==> src/rtl/vga_timing_gen.sv <==
// ---------------------------------------------------------------------------
// vga_timing_gen
//
// 640x480@60 Hz raster timing generator running on the 25 MHz pixel clock.
// DrawX/DrawY are the live (registered) pixel/line counters that feed every
// sprite/ROM stage. Sprite stages take two cycles from DrawX/DrawY to
// registered RGB: one for the ROM read and one for the output register.
// blank is therefore delayed by BLANK_DLY and hs/vs by SYNC_DLY, so they line
// up with the pixel data that leaves the sprite pipeline.
//
// Optional feature (compile-time macro):
//   VGA_FRAME_COUNT_EN  defined   -> frame_count counts completed frames
//                                    (wraps 255 -> 0)
//                       undefined -> frame_count is tied to 8'h00 and no
//                                    counter register is built
//
// Ports:
//   vga_clk      in   1   pixel clock, 25 MHz
//   reset        in   1   synchronous, active-high
//   DrawX        out  10  pixel column counter, 0..H_TOTAL-1
//   DrawY        out  10  line counter, 0..V_TOTAL-1
//   blank        out  1   1 = visible pixel, 0 = blanking (lags BLANK_DLY)
//   hs           out  1   horizontal sync, active-low (lags SYNC_DLY)
//   vs           out  1   vertical sync, active-low (lags SYNC_DLY)
//   sync         out  1   composite sync, constant 0
//   frame_start  out  1   one-cycle pulse at DrawX=0, DrawY=0 (undelayed)
//   frame_count  out  8   frames completed
// ---------------------------------------------------------------------------
module vga_timing_gen #(
    parameter int H_VISIBLE = 640,
    parameter int H_FP      = 16,
    parameter int H_SYNC    = 96,
    parameter int H_BP      = 48,
    parameter int V_VISIBLE = 480,
    parameter int V_FP      = 10,
    parameter int V_SYNC    = 2,
    parameter int V_BP      = 33,
    parameter int BLANK_DLY = 1,
    parameter int SYNC_DLY  = 2
) (
    input  logic       vga_clk,
    input  logic       reset,
    output logic [9:0] DrawX,
    output logic [9:0] DrawY,
    output logic       blank,
    output logic       hs,
    output logic       vs,
    output logic       sync,
    output logic       frame_start,
    output logic [7:0] frame_count
);

    localparam int H_TOTAL = H_VISIBLE + H_FP + H_SYNC + H_BP;
    localparam int V_TOTAL = V_VISIBLE + V_FP + V_SYNC + V_BP;

    localparam logic [9:0] H_LAST     = 10'(H_TOTAL - 1);
    localparam logic [9:0] V_LAST     = 10'(V_TOTAL - 1);
    localparam logic [9:0] H_VIS      = 10'(H_VISIBLE);
    localparam logic [9:0] V_VIS      = 10'(V_VISIBLE);
    localparam logic [9:0] HS_START   = 10'(H_VISIBLE + H_FP);
    localparam logic [9:0] HS_END     = 10'(H_VISIBLE + H_FP + H_SYNC);
    localparam logic [9:0] VS_START   = 10'(V_VISIBLE + V_FP);
    localparam logic [9:0] VS_END     = 10'(V_VISIBLE + V_FP + V_SYNC);

    logic [9:0] h_cnt;
    logic [9:0] v_cnt;
    logic       h_wrap;
    logic       v_wrap;
    logic       vis;
    logic       hs_raw;
    logic       vs_raw;

    assign h_wrap = (h_cnt == H_LAST);
    assign v_wrap = (v_cnt == V_LAST);

    // Raster counters: the line counter only moves on the pixel wrap.
    always_ff @(posedge vga_clk) begin
        if (reset) begin
            h_cnt <= '0;
            v_cnt <= '0;
        end else if (h_wrap) begin
            h_cnt <= '0;
            v_cnt <= v_wrap ? 10'd0 : v_cnt + 10'd1;
        end else begin
            h_cnt <= h_cnt + 10'd1;
        end
    end

    assign DrawX = h_cnt;
    assign DrawY = v_cnt;

    // Undelayed decodes of the registered counters.
    assign vis    = (h_cnt < H_VIS) && (v_cnt < V_VIS);
    assign hs_raw = !((h_cnt >= HS_START) && (h_cnt < HS_END));
    assign vs_raw = !((v_cnt >= VS_START) && (v_cnt < VS_END));

    assign frame_start = (h_cnt == 10'd0) && (v_cnt == 10'd0);
    assign sync        = 1'b0;

    // blank delay line; idles at 0 so reset never shows a visible pixel.
    generate
        if (BLANK_DLY == 0) begin : g_blank_comb
            assign blank = vis;
        end else begin : g_blank_pipe
            logic [BLANK_DLY-1:0] blank_pipe;
            always_ff @(posedge vga_clk) begin
                if (reset) begin
                    blank_pipe <= '0;
                end else begin
                    blank_pipe[0] <= vis;
                    for (int i = 1; i < BLANK_DLY; i++) begin
                        blank_pipe[i] <= blank_pipe[i-1];
                    end
                end
            end
            assign blank = blank_pipe[BLANK_DLY-1];
        end
    endgenerate

    // Sync delay lines; idle high so a reset flushes any partial pulse.
    generate
        if (SYNC_DLY == 0) begin : g_sync_comb
            assign hs = hs_raw;
            assign vs = vs_raw;
        end else begin : g_sync_pipe
            logic [SYNC_DLY-1:0] hs_pipe;
            logic [SYNC_DLY-1:0] vs_pipe;
            always_ff @(posedge vga_clk) begin
                if (reset) begin
                    hs_pipe <= '1;
                    vs_pipe <= '1;
                end else begin
                    hs_pipe[0] <= hs_raw;
                    vs_pipe[0] <= vs_raw;
                    for (int i = 1; i < SYNC_DLY; i++) begin
                        hs_pipe[i] <= hs_pipe[i-1];
                        vs_pipe[i] <= vs_pipe[i-1];
                    end
                end
            end
            assign hs = hs_pipe[SYNC_DLY-1];
            assign vs = vs_pipe[SYNC_DLY-1];
        end
    endgenerate

`ifdef VGA_FRAME_COUNT_EN
    // Steps on the last pixel of the frame, so the new value is visible
    // together with frame_start of the following frame.
    logic [7:0] frame_cnt_q;
    always_ff @(posedge vga_clk) begin
        if (reset) begin
            frame_cnt_q <= '0;
        end else if (h_wrap && v_wrap) begin
            frame_cnt_q <= frame_cnt_q + 8'd1;
        end
    end
    assign frame_count = frame_cnt_q;
`else
    assign frame_count = 8'h00;
`endif

endmodule

==> config.mk <==
export PLATFORM = sky130hd
export DESIGN_NAME = vga_timing_gen
export DESIGN_NICKNAME = d
export VERILOG_FILES = /design/src/rtl/vga_timing_gen.sv
export SDC_FILE = /design/constraint.sdc
export NUM_CORES = 1
export LEC_CHECK = 0
export BUFFER_PORTS_ARGS = -buffer_cell sky130_fd_sc_hd__buf_4
export CAP_MARGIN = 20
export CELL_PAD_IN_SITES_DETAIL_PLACEMENT = 0
export CELL_PAD_IN_SITES_GLOBAL_PLACEMENT = 2
export CORE_ASPECT_RATIO = 0.7
export CORE_MARGIN = 4
export CORE_UTILIZATION = 32
export CTS_CLUSTER_DIAMETER = 30
export DETAILED_ROUTE_END_ITERATION = 8
export PLACE_DENSITY_LB_ADDON = 0.3
export SYNTH_ARGS = -nofsm -noshare
export SYNTH_HDL_FRONTEND = slang
export SYNTH_SLANG_ARGS = --single-unit
==> constraint.sdc <==
create_clock -name vga_clk -period 2.6 [get_ports vga_clk]
set_input_delay 0.52 -clock vga_clk [delete_from_list [all_inputs] [get_ports vga_clk]]
set_output_delay 0.52 -clock vga_clk [all_outputs]
set_load 0.01 [all_outputs]
==> impl_metrics.toml <==
[run_status]
status = "finished, final reports clean"

[clock_tree]
cts_tree = "yes"
cts_sinks = 25
cts_hold_buf = 0
clk_pin_slew_ns = 0.09
cts_max_level = 1
numCtsBuffers = 3
cts_buffer_depth = 2
insertion_delay_ns = 0.26
cts_resized = 0
cts-root-buf = "clkbuf_8"
cts_setup_buffers = 0

[drt]
wirelength_um = 2860
wire_per_inst_um = 13.2
routed_via_density = 4.89
drc = 0
dr_total_vias = 1057
ant_nets = 0
firstDrtPassIters = 4
initialDrtViolationCount = 87

[placed_design]
dp_hpwl_um = 2150
gp_congestion = 0.779
port_buffers = 25
placed_cells = 212

[setup_path]
startpoint = "DrawX[2]"
cp_data_arrival_time_ns = 1.57
critical_path_class = "reg -> out"
crit-reg2reg-launch = "DrawX[0]"
crit_path_end_kind = "primary output"
cp.required_ns = 2.08
startpoint_type = "register"
path_max_fanout = 7

[power]
irDropWorstVdd_mv = 0.219
powerDensity_nw_per_um2 = 443
seq_power_share = 0.587
p_int_uw = 516
power.switching_uw = 154
power_frac_comb = 0.068
swShare = 0.230
p_clk_frac = 0.344
total_power_uw = 670
power.leakage_nw = 0.603

[sta]
drv_slew = 0
hold_viol = 0
fin_tns_setup_ns = 0
min_period_over_period = 0.802
finalSetupViolations = 0
clock.fmax_mhz = 480
post-route-min-period_ns = 2.09
rsz0062_at_grt = "no"
fin_worst_skew_ns = 0.00283

[layout]
utilization = 0.410
syn2layout_area_growth_pct = 17.7
register_area_um2 = 500
finalNonFillerCells = 216
fillCellCount = 390
final_cell_mix = "dfxtp_1, buf_4, nor2_1"
multi_input_comb_area_um2 = 698
n_antenna_cell = 0
drive_above_1_share = 0.241
fin_nets = 173

[global_routing]
antenna_found_initial = 0
overflow = 0
first_global_vias = 1001
grt_max_degree = 14
grt_use_total = 0.122
grt_pass1_wl_um = 4890

[synthesis]
avgSynthCellArea_um2 = 9.05
netlist_area_um2 = 1280
synth-seq-cells = 25
yosysSeqAreaShare = 0.389
ys_types = 39
ys_warn_count = 0
synthCells = 142

[floorplan]
die_area_um2 = 5110
core_area_um2 = 3690
placementRows = 18
fp.dieW_um = 83.7
die_y_um = 61.0
start_util = 0.348
io_pins = 35

[worst_hold_path]
hold_start = "g_sync_pipe.vs_pipe[0]"
hold_path_class = "reg -> reg"

[job]
drv_cap = 0
stage by stage:
step                      hold slack (ns)  worst slack, ns  area [um^2]
after floorplan                     0.389            0.883         1320
after global placement              0.392            0.785         1470
after detailed placement            0.394            0.755         1470
after CTS                           0.414            0.484         1510
after global routing                0.429            0.411         1510
final                               0.413            0.515         1510
per-layer routing:
layer	global-route usage	routed length (um)	up-vias
met3	0.0428	201	2
met5	0	0	-
met2	0.183	1140	30
li1	-	-	528
met1	0.175	1500	497
met4	0.0138	14	0
final timing paths:
| kind | cells after the start | slack, ns | end |
|---|---|---|---|
| worst max register to register | 5 | 0.72 | DrawY[3] |
| worst min register to register | 1 | 0.41 | g_sync_pipe.vs_pipe[1] |
| worst min-delay path | 1 | 0.41 | g_sync_pipe.vs_pipe[1] |
| worst max-delay path | 3 | 0.51 | frame_start |
power by group through the flow:
stage / clock, mW / combinational [mW] / sequential (mW)
detailed placement: 0 / 0.0463 / 0.402
global route: 0.256 / 0.0518 / 0.395
floorplan: 0 / 0.0361 / 0.404
global placement: 0 / 0.0463 / 0.402
finish: 0.231 / 0.0458 / 0.393
CTS: 0.241 / 0.0466 / 0.393
synth_stat cells:
library cell	instances	area (um^2)
clkbuf_1	1	3.75
nand4_1	5	31.3
dfxtp_1	25	500
o31ai_1	1	7.51
or3_1	4	25.0
or2_2	2	12.5
nand4b_1	2	17.5
conb_1	1	3.75
buf_6	1	11.3
nand3_1	7	35.0
nor3_1	2	10.0
o21bai_2	1	11.3
nand4_4	1	21.3
nand4_2	1	12.5
a21oi_2	1	8.76
and4_2	1	10.0
nand2_1	7	26.3
and3b_4	1	12.5
and3_2	1	7.51
or4_2	1	8.76
and4bb_2	1	12.5
nor4_1	2	12.5
inv_1	5	18.8
xor2_1	7	61.3
nor2b_1	1	6.26
or4_1	1	7.51
and3_1	3	18.8
nor2_1	17	63.8
or4b_1	1	10.0
ha_1	4	50.1
and4_1	1	8.76
buf_4	11	82.6
o21ai_0	7	35.0
a21oi_1	4	20.0
nand2b_1	1	6.26
nor2_8	1	20.0
xnor2_1	5	43.8
and2_1	2	12.5
nor4b_1	2	17.5
registers in the layout (all words and copies together) (netlist names):
register and flops:
blank 1, DrawX 10, g_sync_pipe.vs_pipe 2, DrawY 10
g_sync_pipe.hs_pipe 2
worst max-delay path: stages (launching register included):
cell	delay, ns
dfxtp_1	0.39
or4_2	0.66
nor2_1	0.12
buf_4	0.13
cells by family after synthesis:
family / synth area share
DFF: 0.389
xor gates and xnor gates: 0.0818
and+or+nand+nor: 0.332
adders and majority gates: 0.0389
AOI/OAI and AO/OA: 0.0643
buffers and inverters: 0.0906
other: 0.00292
area by class of cell:
| type | instances | share of cell area |
|---|---|---|
| well taps | 50 | 0.0414 |
| clock buffers | 4 | 0.0298 |
| inverters | 5 | 0.0124 |
| repair buffers | 25 | 0.124 |
| flip-flops and latches | 25 | 0.331 |
| multi-input cells | 107 | 0.462 |
Note: power is estimated with default switching activity, not from simulation.
